--- src/rtl/dlatch_bank_sync.sv ---
// Clocked stand-in for an enable latch bank with local clear, plus a FIFO that
// records the value held each time the transparent window closes.
module dlatch_bank_sync #(
    parameter int unsigned       WIDTH   = 8,
    parameter bit                EN_POL  = 1'b1,
    parameter bit                CLR_POL = 1'b1,
    parameter logic [WIDTH-1:0]  RST_VAL = '0,
    parameter logic [WIDTH-1:0]  CLR_VAL = '1,
    parameter int unsigned       DEPTH   = 4
) (
    input  logic                         C,
    input  logic                         R,
    input  logic                         E,
    input  logic                         CLR,
    input  logic [WIDTH-1:0]             D,
    output logic [WIDTH-1:0]             Q,
    output logic                         OPEN,
    output logic                         H_VALID,
    output logic [WIDTH-1:0]             H_DATA,
    input  logic                         H_POP,
    output logic [$clog2(DEPTH+1)-1:0]   H_COUNT,
    output logic                         H_OVF
);

    localparam int unsigned PTR_W = $clog2(DEPTH);
    localparam int unsigned CNT_W = $clog2(DEPTH+1);

    logic [WIDTH-1:0] r_q;
    logic             r_open;
    logic             r_ovf;
    logic [PTR_W-1:0] r_wr_ptr;
    logic [PTR_W-1:0] r_rd_ptr;
    logic [CNT_W-1:0] r_count;
    logic [WIDTH-1:0] r_mem [DEPTH];

    logic             w_e_act;
    logic             w_c_act;
    logic             w_close;
    logic             w_full;
    logic             w_pop;
    logic             w_push;
    logic             w_ovf_set;
    logic [CNT_W-1:0] w_count_nxt;

    // Control decode; a close is an open window ending without a clear.
    always_comb begin
        w_e_act   = (E == EN_POL);
        w_c_act   = (CLR == CLR_POL);
        w_close   = r_open && !w_e_act && !w_c_act && !R;
        w_full    = (r_count == CNT_W'(DEPTH));
        w_pop     = H_POP && (r_count != '0) && !R;
        // A pop in the same cycle frees the slot, so a full FIFO still accepts.
        w_push    = w_close && (!w_full || w_pop);
        w_ovf_set = w_close && w_full && !w_pop;
    end

    // Occupancy next-state.
    always_comb begin
        w_count_nxt = r_count;
        unique case ({w_push, w_pop})
            2'b10:   w_count_nxt = r_count + CNT_W'(1);
            2'b01:   w_count_nxt = r_count - CNT_W'(1);
            default: w_count_nxt = r_count;
        endcase
    end

    // Latch value, window flag, FIFO pointers and sticky overflow.
    always_ff @(posedge C) begin
        if (R) begin
            r_q      <= RST_VAL;
            r_open   <= 1'b0;
            r_wr_ptr <= '0;
            r_rd_ptr <= '0;
            r_count  <= '0;
            r_ovf    <= 1'b0;
        end else begin
            if (w_c_act) begin
                r_q    <= CLR_VAL;
                r_open <= 1'b0;
            end else if (w_e_act) begin
                r_q    <= D;
                r_open <= 1'b1;
            end else begin
                r_open <= 1'b0;
            end
            if (w_push) r_wr_ptr <= r_wr_ptr + PTR_W'(1);
            if (w_pop)  r_rd_ptr <= r_rd_ptr + PTR_W'(1);
            r_count <= w_count_nxt;
            if (w_ovf_set) r_ovf <= 1'b1;
        end
    end

    // History storage; when full with a pop, the slot written is the head being popped.
    always_ff @(posedge C) begin
        if (w_push) r_mem[r_wr_ptr] <= r_q;
    end

    assign Q       = r_q;
    assign OPEN    = r_open;
    assign H_VALID = (r_count != '0);
    assign H_DATA  = r_mem[r_rd_ptr];
    assign H_COUNT = r_count;
    assign H_OVF   = r_ovf;

endmodule

--- config.mk ---
export PLATFORM = sky130hd
export DESIGN_NAME = dlatch_bank_sync
export DESIGN_NICKNAME = d
export VERILOG_FILES = /design/src/rtl/dlatch_bank_sync.sv
export SDC_FILE = /design/constraint.sdc
export NUM_CORES = 1
export LEC_CHECK = 0
export CAP_MARGIN = 20
export CORE_UTILIZATION = 25
export DETAILED_ROUTE_END_ITERATION = 6
export PLACE_DENSITY_LB_ADDON = 0.3
export SLEW_MARGIN = 10
export SYNTH_ARGS = -nofsm -noshare
export SYNTH_HDL_FRONTEND = slang
export SYNTH_SLANG_ARGS = --single-unit
export TNS_END_PERCENT = 20
--- constraint.sdc ---
create_clock -name C -period 2.6 [get_ports C]
set_input_delay 0.52 -clock C [delete_from_list [all_inputs] [get_ports C]]
set_output_delay 0.52 -clock C [all_outputs]
set_load 0.05 [all_outputs]
==> results of run 1 <==
==> sequential cells by signal (all words and copies together), names as in the netlist, named ones only <==
register	count
r_wr_ptr	2
r_rd_ptr	2
H_OVF	1
Q	8
H_COUNT	3
r_mem	32
OPEN	1
==> layout make-up <==
cell class | count | area (um^2) | share of cell area [%]
inverter | 6 | 22.5 | 0.799
tap | 105 | 131 | 4.66
clock inverter | 3 | 46.3 | 1.64
multi-input combinational | 89 | 733 | 26.0
timing repair buffer | 51 | 473 | 16.8
clock buffer | 5 | 68.8 | 2.44
sequential | 51 | 1340 | 47.7
==> metrics by stage <==
stage | power [uW] | setup WS, ns | util [%]
floorplan | 988 | 0.00616 | -
global placement | 1050 | -0.0697 | 32.7
detailed placement | 1050 | -0.0962 | 32.7
CTS | 1610 | 0.150 | 34.1
global route | 1660 | 0.0849 | 34.1
finish | 1590 | 0.148 | 34.1
==> worst paths after layout <==
check	start	endpoint
worst max-delay path	H_COUNT[0]	H_VALID
worst max register to register	H_COUNT[0]	H_COUNT[2]
worst min register to register	H_OVF	H_OVF
worst min-delay path	H_OVF	H_OVF
==> layer usage <==
| layer | up-vias | share of wire (%) | GRT usage, % |
|---|---|---|---|
| met4 | 0 | 0.89 | 2.65 |
| met1 | 654 | 47 | 13.1 |
| li1 | 667 | - | - |
| met3 | 4 | 4.6 | 2.98 |
| met2 | 29 | 47 | 16.3 |
| met5 | - | 0 | 0 |
==> worst max-delay path: stages (launching register included) <==
cell             delay, ns
dfxtp_1               0.38
or3_1                 0.50
clkdlybuf4s50_1       0.75
==> cell families after synthesis <==
group	share of synthesized area, %
muxes	8.84
and+or+nand+nor	13.1
AOI/OAI and AO/OA	7.27
buffers and inverters	3.55
adders and majority gates	3.26
DFF	62.4
xor gates and xnor gates	1.63
==> layout by cell type, fill, tap and decap left out, types with 5 or more instances in the layout <==
cell | netlist | routed
buf_4 | 0 | 23
clkbuf_8 | 0 | 5
clkdlybuf4s50_1 | 0 | 26
edfxtp_1 | 32 | 32
and2b_1 | 5 | 5
mux4_2 | 8 | 8
nor2_1 | 20 | 20
a211oi_1 | 8 | 8
inv_1 | 6 | 6
dfxtp_1 | 19 | 17
==> power by group through the flow <==
| stage | clock network, uW | registers, uW | logic [uW] |
|---|---|---|---|
| after floorplan | 0 | 938 | 49.8 |
| after global placement | 0 | 909 | 142 |
| after detailed placement | 0 | 910 | 143 |
| after CTS | 575 | 891 | 143 |
| after global routing | 613 | 894 | 151 |
| final | 560 | 890 | 142 |
==> run summary, run 1 <==
## Power
* 55.9% — sequential cell fraction of total power
* 8.9% — combinational cell fraction of total power
* 369 uW — switching pwr
* 0.000979 uW — leakage power figure
* 35.2% — relative contribution of the clock network to total power
* 233 uV — worst voltage drop across the vdd grid
* 565 nW/um^2 — total power per unit cell area
* 23.2% — net switching share of the total power
* 1220 uW — internal portion of total power

## Timing
* 0.509 ns — transition time at the pin with the least slew margin
* 2.45 ns — Tmin final
* 66.0% — worst slew margin relative to its limit
* 0.501 ns — hold slack final
* 0 — final setup fails
* 94.3% — period utilisation layout
* 0 — number of pins with negative max-slew slack in the final report
* 0.408 GHz — peak clock frequency supported by timing
* 0.00614 ns — worst-case clock skew
* 0 — number of hold-slack violations in the final timing report
* false — setup repair after global routing missed its margin
* 0 ns — Final TNS setup

## Synth
* 174 — Post-Syn Nets
* 0 — total number of yosys warnings
* 51 — flop and latch count out of synthesis
* 39 — Yosys cell types
* 13.8 um^2 — synthesized area per cell
* edfxtp_1 — count leader, synth
* 0% — asr flop ratio synth
* 156 — cells after synthesis
* 62.4% — sequential cell area fraction in the yosys report
* edfxtp_1 — leading area contributor after synthesis
* edfxtp_1 45%, dfxtp_1 18%, mux4_2 8.4%, nor2_1 3.5%, a211oi_1 2.8% — synth top area cells
* edfxtp_1 — most used flip-flop cell after synthesis
* 2150 um^2 — post-synthesis instance area
* 32 — number of enable flip-flop cells after synthesis
* 44.7% — Yosys top cell area share
* 32 x edfxtp_1, 20 x nor2_1, 19 x dfxtp_1 — most frequent cells after synthesis

## Worst hold path
* flop to flop — class of the tightest hold or removal check
* 2 — worst hold path stage count

## Clocking
* 2 — maximum clock insertion buffer count
* 51 — clk sink count
* 0 — cts hold-fix bufs
* clkbuf_8 — root buffer selected by CTS
* 2 — number of levels in the clock H-tree
* 0 — CTS-repair resized insts
* 0 — Setup Buffers After CTS
* built — clock tree from TritonCTS
* 0.30 ns — later-pin clock latency in the skew report
* 5 — CTS Buf Count
* 0.10 ns — clock input transition at the sequential cells of the worst setup and hold paths

## Floorplanning
* 26.0% — initial core utilization
* 94.8 um — die outline height
* 33 — Placement Rows
* 35 — number of I/O pins
* 8260 um^2 — Core Box Area
* 8980 um^2 — area of the die
* 94.8 um — chip width

## Drt
* 0 — number of nets with antenna violations after detailed routing
* 13.4 um — average wire per standard cell
* 4.37 — detailed-route vias per instance
* 0 — number of remaining DRC errors
* 1354 — total via count after detailed routing
* 44 — drt initial violations
* 4 — first-pass detailed-route iteration total
* 4160 um — final WL

## Global routing
* 0 — Overflow after GRT
* 10.1% — global router's overall resource usage
* 0 — number of antenna violations at the first check in global routing
* 1330 — vias in the first global route
* 20 — pin count of the biggest net entering global routing
* 6770 um — global-route wire length before repair

## Finish
* 31.1% — synthesis-to-layout area growth
* 0 — number of diodes added for antenna fixing
* 222 — final-stage net count
* 310 — Final Instance Count excl. Fillers
* 23.4% — share of cells above drive strength 1
* 2820 um^2 — Final Cell Area
* 828 — count of filler cells inserted in the layout

## Run status
* finished, final reports clean — status

## Critical path
* flop to output pin — startpoint-to-endpoint class of the critical path
* output pin — CP endpoint kind
* 6 — number of cells on the worst reg-to-reg path
* 7 — critical-path maximum fanout
* 0.50 ns — flop-to-flop setup slack
* 1.93 ns — arrival time of data at the critical path endpoint
* 2.08 ns — Data required, critical path
* flop — Startpoint Class

## Placement
* 34 — number of port buffers
* 0.787 — gpl congestion
* 302 — DP Cell Count
* 2700 um^2 — total cell area at the placement stage
* 2940 um — HPWL after detailed placement

## Job
* 0 — max cap viols

Note: power is estimated with default switching activity, not from simulation.
==> run 2, diff against run 1 <==
--- a/config.mk
+++ b/config.mk
@@ -6,9 +6,8 @@
 export NUM_CORES = 1
 export LEC_CHECK = 0
 export CAP_MARGIN = 20
-export CORE_UTILIZATION = 25
+export CORE_UTILIZATION = 40
 export DETAILED_ROUTE_END_ITERATION = 6
-export PLACE_DENSITY_LB_ADDON = 0.3
 export SLEW_MARGIN = 10
 export SYNTH_ARGS = -nofsm -noshare
 export SYNTH_HDL_FRONTEND = slang
==> constraint.sdc (replaced) <==
create_clock -name C -period 3.1 [get_ports C]
set_input_delay 0.62 -clock C [delete_from_list [all_inputs] [get_ports C]]
set_output_delay 0.62 -clock C [all_outputs]
set_load 0.05 [all_outputs]
==> run 2 against run 1 <==
Worst hold slack worse by 0.012 ns. Sequential power down 16%. Sequential share of layout area up 1.7 points. Combinational power down 17%. Global-route usage up 5.8 points. Critical path depth up 1. Power down 12%. Clock power down 5.2%. First-iteration DRC count rose to 2.7 times the previous value.
==> run summary, run 2 (synthesis gave the netlist of run 1 again) <==
## Placement
* 34 — number of port buffers
* 2930 um — HPWL after detailed placement
* 0.793 — gpl congestion

## Critical path
* H_COUNT[2] — endpoint of the most critical register-to-register path
* flop to output pin — startpoint-to-endpoint class of the critical path
* flop — Startpoint Class
* 0.72 ns — crit-path max cell delay
* output pin — CP endpoint kind
* 2.48 ns — Data required, critical path
* 2 — WP buf/inv
* H_COUNT[2] — worst r2r src
* buf_4 -> mux4_2 -> clkdlybuf4s50_1 — cells along the critical path
* buffers and inverters — family with the most delay on the worst path
* clkdlybuf4s50_1 — slowest cell on the critical path
* 2.05 ns — arrival time of data at the critical path endpoint
* 8 — critical-path maximum fanout
* 6 — number of cells on the worst reg-to-reg path
* 0.90 ns — flop-to-flop setup slack

## Global routing
* 0 — Overflow after GRT
* 1279 — vias in the first global route
* 19 — pin count of the biggest net entering global routing
* 15.9% — global router's overall resource usage
* 0 — number of antenna violations at the first check in global routing
* 6360 um — global-route wire length before repair

## Timing
* 66.3% — worst slew margin relative to its limit
* 0 ns — Final TNS setup
* 2.67 ns — Tmin final
* false — setup repair after global routing missed its margin
* 0.375 GHz — peak clock frequency supported by timing
* 0.00735 ns — worst-case clock skew
* 0 — final setup fails
* 0.503 ns — transition time at the pin with the least slew margin
* 0 — number of pins with negative max-slew slack in the final report
* 0 — number of hold-slack violations in the final timing report
* 86.0% — period utilisation layout

## Power
* 20.8% — net switching share of the total power
* 38.1% — relative contribution of the clock network to total power
* 53.4% — sequential cell fraction of total power
* 291 uW — switching pwr
* 8.5% — combinational cell fraction of total power
* 259 uV — worst voltage drop across the vdd grid
* 1100 uW — internal portion of total power
* 0.000931 uW — leakage power figure
* 513 nW/um^2 — total power per unit cell area

## Job
* 0 — max cap viols

## Finish
* 52.9% — final core utilization
* 463 — count of filler cells inserted in the layout
* 14.3% — share of cells above drive strength 1
* 213 — final-stage net count
* 32 — max reg flops
* 34 x clkdlybuf4s50_1, 32 x edfxtp_1, 20 x nor2_1 — highest-count cells in the layout ignoring fill and taps
* r_mem — register bank with the most flops
* 0 — number of diodes added for antenna fixing
* 26.4% — synthesis-to-layout area growth
* clkdlybuf4s50_1 — most frequent standard cell in the layout excluding fill and tap cells

## Clocking
* 2 — number of levels in the clock H-tree
* 5 — CTS Buf Count
* clkbuf_8 — root buffer selected by CTS
* 0.08 ns — clock input transition at the sequential cells of the worst setup and hold paths
* 0 — CTS-repair resized insts
* 2 — maximum clock insertion buffer count
* built — clock tree from TritonCTS
* 0 — Setup Buffers After CTS
* 0 — cts hold-fix bufs
* 51 — clk sink count
* 0.30 ns — later-pin clock latency in the skew report

## Worst hold path
* flop to flop — class of the tightest hold or removal check
* H_OVF — hold_sp
* H_OVF — Worst Hold End
* 2 — worst hold path stage count

## Drt
* 15.4 um — average wire per standard cell
* 4100 um — final WL
* 0 — number of nets with antenna violations after detailed routing
* 1348 — total via count after detailed routing
* 119 — drt initial violations
* 4 — first-pass detailed-route iteration total
* 5.07 — detailed-route vias per instance
* 0 — number of remaining DRC errors

## Floorplanning
* 26 — Placement Rows
* 75.3 um — chip width
* 5140 um^2 — Core Box Area
* 35 — number of I/O pins
* 5670 um^2 — area of the die
* 75.3 um — die outline height
* 41.8% — initial core utilization

## Run status
* finished, final reports clean — status

run 2: changes by cell type in the layout (fill, tap and decap cells not counted), sizes merged:
cell and change:
clkdlybuf4s50 +8, inv -1, clkinvlp -1, bufinv +1, buf -17, clkbuf +1
run 2: layout make-up:
| type | instances | area (um^2) | area share [%] |
|---|---|---|---|
| Inverter | 6 | 22.5 | 0.829 |
| Clock inverter | 2 | 60.1 | 2.21 |
| Timing Repair Buffer | 42 | 400 | 14.7 |
| Tap cell | 70 | 87.6 | 3.22 |
| Sequential cell | 51 | 1340 | 49.4 |
| Clock buffer | 6 | 72.6 | 2.67 |
| Multi-Input combinational cell | 89 | 733 | 27.0 |
run 2: per-stage QoR:
step	hold slack, ns	power, uW	cells	area, um^2	setup slack, ns
after floorplan	0.485	828	156	2150	0.177
after global placement	0.470	876	258	2580	0.251
after detailed placement	0.466	878	258	2580	0.207
after CTS	0.491	1410	266	2720	0.403
after global routing	0.549	1440	266	2720	0.346
final	0.489	1390	266	2720	0.433
run 2: how the worst max path moves through the flow:
stage / slack, ns / endpoint / start / cells past startpoint
detailed placement: 0.21 / H_COUNT[2] / R / 8
finish: 0.43 / H_DATA[5] / flop / 3
floorplan: 0.18 / H_COUNT[2] / H_COUNT[2] / 7
CTS: 0.40 / H_DATA[5] / flop / 3
global route: 0.35 / H_DATA[3] / flop / 3
global placement: 0.25 / H_COUNT[2] / R / 8
run 2: layer usage:
metal / global-route usage, % / routed length [um]
met1: 19.8 / 1880
met5: 0 / 0
met3: 4.50 / 186
met2: 26.6 / 1960
met4: 5.97 / 71
run 2: power by group through the flow:
| stage | clock network, uW | registers [uW] | logic, uW |
|---|---|---|---|
| 6_report | 531 | 745 | 118 |
| 2_1_floorplan | 0 | 787 | 41.7 |
| 5_1_grt | 571 | 747 | 124 |
| 4_1_cts | 543 | 745 | 118 |
| 3_5_place_dp | 0 | 761 | 117 |
| 3_3_place_gp | 0 | 759 | 117 |
run 2: worst register-to-register path, stage by stage, from the launching register on:
cell and delay (ns):
dfxtp_1 0.50, or3_1 0.28, nand2_1 0.10, fa_1 0.43, or3_4 0.39, a32o_1 0.25
o21a_1 0.16
